--- config.mk ---
export PLATFORM = sky130hd
export DESIGN_NAME = delay_line_ctrl
export DESIGN_NICKNAME = d
export VERILOG_FILES = /design/src/rtl/delay_line_ctrl.sv
export SDC_FILE = /design/constraint.sdc
export NUM_CORES = 1
export LEC_CHECK = 0
export ABC_CLOCK_PERIOD_IN_PS = 2200
export CAP_MARGIN = 40
export CORE_MARGIN = 4
export CORE_UTILIZATION = 45
export CTS_BUF_LIST = sky130_fd_sc_hd__clkbuf_8
export CTS_CLUSTER_DIAMETER = 200
export DETAILED_ROUTE_END_ITERATION = 7
export GPL_TIMING_DRIVEN = 0
export PLACE_DENSITY = 0.78
export SLEW_MARGIN = 10
export SYNTH_ARGS = -nofsm -noshare
export SYNTH_HDL_FRONTEND = slang
export SYNTH_SLANG_ARGS = --single-unit
--- constraint.sdc ---
create_clock -name clk -period 2.2 [get_ports clk]
set_clock_uncertainty 0.15 [all_clocks]
set_input_delay 0.44 -clock clk [delete_from_list [all_inputs] [get_ports clk]]
set_output_delay 0.44 -clock clk [all_outputs]
set_load 0.02 [all_outputs]
--- src/rtl/delay_line_ctrl.sv ---
// Controller for an external DEPTH-stage shift register used as a line delay.
// Each line is primed into the register and then streamed out one beat per
// input sample. Short lines are padded with zeros so their samples reach the
// last stage. The line's tail is then flushed, so every input sample comes out
// exactly once.
module delay_line_ctrl #(
   parameter int DEPTH = 10,
   parameter int DW    = 8
) (
   input  logic          clk,
   input  logic          rst_n,
   input  logic          in_valid,
   output logic          in_ready,
   input  logic [DW-1:0] in_data,
   input  logic          in_eol,
   output logic          out_valid,
   input  logic          out_ready,
   output logic [DW-1:0] out_data,
   output logic          out_last,
   output logic          sr_ce,
   output logic          sr_sclr,
   output logic [DW-1:0] sr_d,
   input  logic [DW-1:0] sr_q,
   output logic [15:0]   line_cnt,
   output logic          busy
);

   localparam int            CW      = $clog2(DEPTH + 1);
   localparam logic [CW-1:0] DEPTH_C = CW'(DEPTH);
   localparam logic [CW-1:0] ONE_C   = CW'(1);

   typedef enum logic [2:0] {S_CLEAR, S_FILL, S_RUN, S_PAD, S_FLUSH} state_t;

   state_t        state_q, state_d;
   logic [CW-1:0] fill_q, fill_d;
   logic [CW-1:0] pad_q, pad_d;
   logic [CW-1:0] rem_q, rem_d;
   logic [15:0]   line_q, line_d;
   logic [CW-1:0] fill_inc;

   assign fill_inc = fill_q + ONE_C;
   assign out_data = sr_q;
   assign line_cnt = line_q;

   // Next-state, counter updates and handshake/shift-register controls per state
   always_comb begin
      state_d   = state_q;
      fill_d    = fill_q;
      pad_d     = pad_q;
      rem_d     = rem_q;
      line_d    = line_q;
      in_ready  = 1'b0;
      out_valid = 1'b0;
      out_last  = 1'b0;
      sr_ce     = 1'b0;
      sr_sclr   = 1'b0;
      sr_d      = '0;
      busy      = 1'b0;
      case (state_q)
         S_CLEAR: begin
            sr_sclr = 1'b1;
            fill_d  = '0;
            pad_d   = '0;
            rem_d   = '0;
            state_d = S_FILL;
         end
         S_FILL: begin
            in_ready = 1'b1;
            busy     = (fill_q != '0);
            sr_d     = in_data;
            if (in_valid) begin
               sr_ce  = 1'b1;
               fill_d = fill_inc;
               if (in_eol) begin
                  // A line that exactly fills the register needs no padding
                  if (fill_inc == DEPTH_C) begin
                     state_d = S_FLUSH;
                     rem_d   = DEPTH_C;
                  end else begin
                     state_d = S_PAD;
                     pad_d   = DEPTH_C - fill_inc;
                  end
               end else if (fill_inc == DEPTH_C) begin
                  state_d = S_RUN;
               end
            end
         end
         S_RUN: begin
            busy      = 1'b1;
            in_ready  = out_ready;
            out_valid = in_valid;
            sr_d      = in_data;
            sr_ce     = in_valid && out_ready;
            if (in_valid && out_ready && in_eol) begin
               state_d = S_FLUSH;
               rem_d   = DEPTH_C;
            end
         end
         S_PAD: begin
            busy  = 1'b1;
            sr_ce = 1'b1;
            pad_d = pad_q - ONE_C;
            if (pad_q == ONE_C) begin
               state_d = S_FLUSH;
               rem_d   = fill_q;
            end
         end
         S_FLUSH: begin
            busy      = 1'b1;
            out_valid = 1'b1;
            sr_ce     = out_ready;
            out_last  = (rem_q == ONE_C);
            if (out_ready) begin
               rem_d = rem_q - ONE_C;
               if (rem_q == ONE_C) begin
                  line_d  = line_q + 16'd1;
                  state_d = S_CLEAR;
               end
            end
         end
         default: state_d = S_CLEAR;
      endcase
   end

   // State and counter registers; reset aborts any line and restarts at CLEAR
   always_ff @(posedge clk or negedge rst_n) begin
      if (!rst_n) begin
         state_q <= S_CLEAR;
         fill_q  <= '0;
         pad_q   <= '0;
         rem_q   <= '0;
         line_q  <= '0;
      end else begin
         state_q <= state_d;
         fill_q  <= fill_d;
         pad_q   <= pad_d;
         rem_q   <= rem_d;
         line_q  <= line_d;
      end
   end

endmodule

Yosys cells after proc, flatten, opt, wreduce, memory -nomap -nowiden
Cells that the tools add are included.
{"block": "classes", "muxes": 30, "reduce_logical": 14, "eq_ne": 16, "add_sub_neg": 5}
{"cell": "$mux W4", "n": 10}
{"cell": "$mux W3", "n": 8}
{"cell": "$pmux W4 S5", "n": 1}
{"cell": "$add A16 B1 Y16 const B", "n": 1}
{"cell": "$ne A2 B2 Y1 const B", "n": 8}
{"cell": "$pmux W3 S5", "n": 1}
{"cell": "$pmux W4 S3", "n": 1}
{"cell": "$eq A4 B1 Y1 const B", "n": 2}
{"cell": "$mux W8", "n": 1}
{"cell": "$pmux W4 S2", "n": 1}
{"cell": "$sub A4 B1 Y4 const B", "n": 2}
{"cell": "$reduce_and A7 Y1", "n": 1}
{"cell": "$eq A3 B2 Y1 const B", "n": 2}
{"cell": "$pmux W1 S2", "n": 3}
{"cell": "$reduce_and A6 Y1", "n": 1}
{"cell": "$reduce_bool A5 Y1", "n": 1}
{"cell": "$add A4 B1 Y4 const B", "n": 1}
{"cell": "$eq A4 B4 Y1 const B", "n": 1}
{"cell": "$pmux W1 S4", "n": 1}
{"cell": "$reduce_and A4 Y1", "n": 1}
{"cell": "$reduce_bool A4 Y1", "n": 1}
{"cell": "$sub A4 B4 Y4 const A", "n": 1}
{"cell": "$eq A3 B1 Y1 const B", "n": 1}
{"cell": "$eq A3 B3 Y1 const B", "n": 1}
{"cell": "other kinds (10)", "n": 13}
{"block": "word_totals", "out_inout_bits": 38, "reg_bits": 31, "in_bits": 21, "elab_cells": 70}

Depth between registers and ports, before layout
{"block": "depth", "depth_word": 6, "mapped_depth": 7}

Worst setup path after synthesis
No wires, ideal clock.
{"block": "synth_timing", "path_kind": "register to register", "from": "reg fill_q[1]", "to": "reg rem_q[0]", "stages_incl_launch_ff": 7, "t_arrival_ns": 1.853, "setup_slack_ns": 0.073, "setup_time_ns": 0.125, "path_cell_list": "dfrtp_1 > ha_1 > clkbuf_1 > nor3b_1 > o21ai_2 > a21oi_4 > mux2_2"}
{"block": "synth_via", "elab_chain_cells": 4}
{"item": "start: declaration", "line_no": "35", "rtl": "logic [CW-1:0] fill_q, fill_d;"}
{"item": "start signal: assignment", "line_no": "135", "rtl": "fill_q <= fill_d;"}
{"item": "$add A4 B1 Y4", "line_no": "41", "rtl": "assign fill_inc = fill_q + ONE_C;"}
{"item": "$eq A4 B4 Y1", "line_no": "76", "rtl": "if (fill_inc == DEPTH_C) begin"}
{"item": "$ne A2 B2 Y1 (no line)"}
{"item": "$reduce_and A7 Y1 (no line)"}
{"item": "end signal: assignment", "line_no": "137", "rtl": "rem_q <= rem_d;"}
{"item": "end: declaration", "line_no": "37", "rtl": "logic [CW-1:0] rem_q, rem_d;"}
No other way between the ends.
A chain may end at the register's enable or synchronous reset.

Final worst setup path
{"block": "layout_timing", "from": "reg state_q[0]", "to": "out in_ready"}
{"block": "layout_via", "elab_chain_cells": 2}
{"item": "start: declaration", "line_no": "34", "rtl": "state_t state_q, state_d;"}
{"item": "start signal: assignment", "line_no": "134", "rtl": "state_q <= state_d;"}
{"item": "$eq A3 B2 Y1 or $eq A3 B1 Y1 (tied branches)", "line_no": "59", "rtl": "case (state_q)"}
{"item": "$pmux W1 S2 (*)", "line_no": "59"}
{"item": "end: declaration", "line_no": "13", "rtl": "output logic in_ready,"}
Every way passes the cells marked *; elsewhere a longest branch is shown, timed or not.

==> impl_metrics.json <==
{
  "status": "finished clean",
  "use_met1": 0.217,
  "ys_ff_latch": 31,
  "ys_seq_area_frac": 0.352,
  "hold_class": "input port to async pin",
  "powerDensity_mw_per_mm2": 1100,
  "dp_cells": 355,
  "arrival_ns": 1.60,
  "r2r_cells": 7,
  "clock_sinks": 31,
  "start_util": 0.466,
  "drt_pass1_iterations": 4,
  "rsz0062_at_grt": "true",
  "crit_path_end_kind": "output pin",
  "mostFrequentLayoutCell": "clkdlybuf4s50_1",
  "die-area_mm2": 0.00607,
  "totalWireLength_um": 5120,
  "power_frac_clock": 0.182,
  "peakVddDrop_mv": 0.702,
  "grt_pass1_wl_um": 8400,
  "io_pins": 59,
  "grt_max_degree": 32,
  "place.port_buffers": 50,
  "layout-drive-gt1-share": 0.258,
  "syn_inst": 238,
  "post-synth-top-area-fraction": 0.352,
  "synth-edff-count": 0,
  "drt_first_iter_violations": 73,
  "overflow": 0,
  "max_stage_delay_ns": 0.39,
  "worstReg2RegEnd": "rem_q[0]",
  "first_global_vias": 1885,
  "clock_latency_ns": 0.28,
  "combPwrFrac": 0.574,
  "clk_path_buf_depth": 2,
  "relSlewSlack": 0.539,
  "synth_area_mm2": 0.00220,
  "area_growth_pct": 34.1,
  "critPathKind": "flip-flop to output pin",
  "yosys_warnings": 0,
  "setup.worst_path.start_class": "flip-flop",
  "drc": 0,
  "p_int_mw": 1.86,
  "gp_congestion": 0.901,
  "antenna_found_initial": 0,
  "grt_most_used_layer": "met2",
  "hold_viol_final": 0,
  "ys_async_sr_fraction": 1.00,
  "vias": 2000,
  "final_cells": 366,
  "synthFlopType": "dfrtp_1",
  "period_share": 0.995,
  "wl_per_cell_um": 14.0,
  "grt.met3_usage": 0.0464,
  "period_needed_ns": 2.19,
  "core_area_mm2": 0.00472,
  "fp.dieW_um": 77.9,
  "crit_chain": "buf_2 -> nor2b_2 -> o21ba_4 -> o21a_1 -> buf_2",
  "hold_buffers": 0,
  "numCtsBuffers": 5,
  "drv_cap": 0,
  "avgSynthCellArea_um2": 9.25,
  "layout_common_cells": "clkdlybuf4s50_1 (34), dfrtp_1 (28), buf_4 (19), nand2_1 (19)",
  "clock.fmax_mhz": 457,
  "hpwl_um": 3820,
  "layout.nets": 328,
  "htreeDepth": 2,
  "grt_usage": 0.172,
  "cts_tree": "done",
  "antennaDiodeCount": 0,
  "swShare": 0.425,
  "seqPwrFrac": 0.244,
  "worstReg2RegStart": "pad_q[1]",
  "cts.clk_slew.worst_paths_ns": 0.07,
  "fin_tns_setup_ns": 0,
  "reg2reg_setup_slack_ns": 0.13,
  "crit_fanout": 10,
  "synth_top_area_cell": "dfrtp_1",
  "p_sw_mw": 1.38,
  "syn-num-nets": 268,
  "path_common_cell": "buf_2",
  "fp.dieH_um": 77.9,
  "p_leak_nw": 1.35,
  "multiInputGateArea_mm2": 0.00130,
  "grt_use_met2": 0.276,
  "viasPerCell": 5.46,
  "synth_cell_types": 62,
  "timing_worst_slew_pin_value_ns": 0.691,
  "nFillCells": 401,
  "synthTopCellsByArea": "dfrtp_1 (35%), xnor2_1 (5.6%), ha_1 (5.1%)",
  "drtAntennaViolNets": 0,
  "cts_root_buf": "clkbuf_8",
  "rows": 25,
  "startpoint": "state_q[0]",
  "crit_required_ns": 1.61,
  "setup_violations": 0,
  "slew_violations": 0,
  "crit_slowest_cell": "dfrtp_1",
  "seqCellArea_um2": 779
}
-- critical path, delay by kind of cell (launching register included) --
family	cells	cell delay, ns
buf+inv	2	0.36
simple gates	1	0.21
compound gates	2	0.35
flops	1	0.39
-- cell usage after synthesis, types with 2 or more instances --
library cell	number
a21o_1	3
o31a_1	2
nand3b_1	3
nor4_1	2
nand2b_1	2
o22ai_1	2
nand3_1	7
o32ai_1	2
buf_4	9
mux2i_1	2
o211ai_1	3
buf_6	2
a31oi_1	3
a22o_1	3
ha_1	9
dfrtp_1	31
o21ai_0	9
nor2b_1	4
mux2_2	4
xnor2_1	14
and3_1	3
nor2_1	15
a21oi_1	6
and2_1	8
xor2_1	7
o21a_1	3
nand2_1	19
inv_1	13
nor3_1	4
nand4_1	4
nor3b_1	2
buf_2	3
clkbuf_1	5
a211oi_1	2
-- layout make-up --
| cell class | count | area share |
|---|---|---|
| timing repair buffer | 55 | 0.160 |
| multi-input combinational | 174 | 0.441 |
| clock buffer | 6 | 0.0280 |
| buffer | 18 | 0.0487 |
| clock inverter | 2 | 0.0119 |
| tap | 67 | 0.0284 |
| inverter | 13 | 0.0174 |
| sequential | 31 | 0.264 |
-- what timing repair did --
action	in CTS	in global routing
pin swaps	1	1
endpoints found under the setup margin	21	16
setup buffers	2	3
gates resized for setup	83	12
-- state kept, by name, summed over array words and instances (netlist names) --
name      cells
fill_q        4
line_cnt     16
pad_q         4
rem_q         4
state_q       3
-- how the worst max path moves through the flow --
| stage | to | slack, ns | cells past startpoint |
|---|---|---|---|
| after floorplan | rem_q[0] | 0.07 | 6 |
| after global placement | out_valid | -0.74 | 6 |
| after detailed placement | out_valid | -0.71 | 6 |
| after CTS | out_valid | 0.004 | 6 |
| after global routing | busy | -0.06 | 5 |
| final | in_ready | 0.01 | 5 |
-- layer usage --
layer	vias up	share of wire
li1	954	-
met5	-	0
met3	10	0.068
met4	0	0.022
met2	82	0.47
met1	954	0.44
-- cells by family after synthesis --
group	synth area share
compound gates	0.193
xor+xnor	0.0836
fa+ha+maj	0.0512
buf+inv	0.0802
flops	0.352
mux	0.0296
simple gates	0.210
-- stage by stage --
stage / setup WS [ns] / power [mW] / area (µm²) / utilization / hold slack [ns]
floorplan: 0.0726 / 2.05 / 2200 / - / -0.00559
global placement: -0.740 / 2.55 / 2790 / 0.590 / 0.307
detailed placement: -0.707 / 2.58 / 2780 / 0.589 / 0.326
CTS: 0.00437 / 3.18 / 2910 / 0.615 / 0.0718
global route: -0.0634 / 3.45 / 2950 / 0.625 / 0.0938
finish: 0.0115 / 3.24 / 2950 / 0.625 / 0.0468
-- power groups by stage --
stage | sequential, mW | combinational (mW) | clock, mW
final | 0.791 | 1.86 | 0.589
after global routing | 0.810 | 2.01 | 0.629
after CTS | 0.781 | 1.80 | 0.601
after floorplan | 0.774 | 1.27 | 0
after global placement | 0.785 | 1.76 | 0
after detailed placement | 0.788 | 1.79 | 0
No activity file was read; power rests on OpenSTA's default activity.
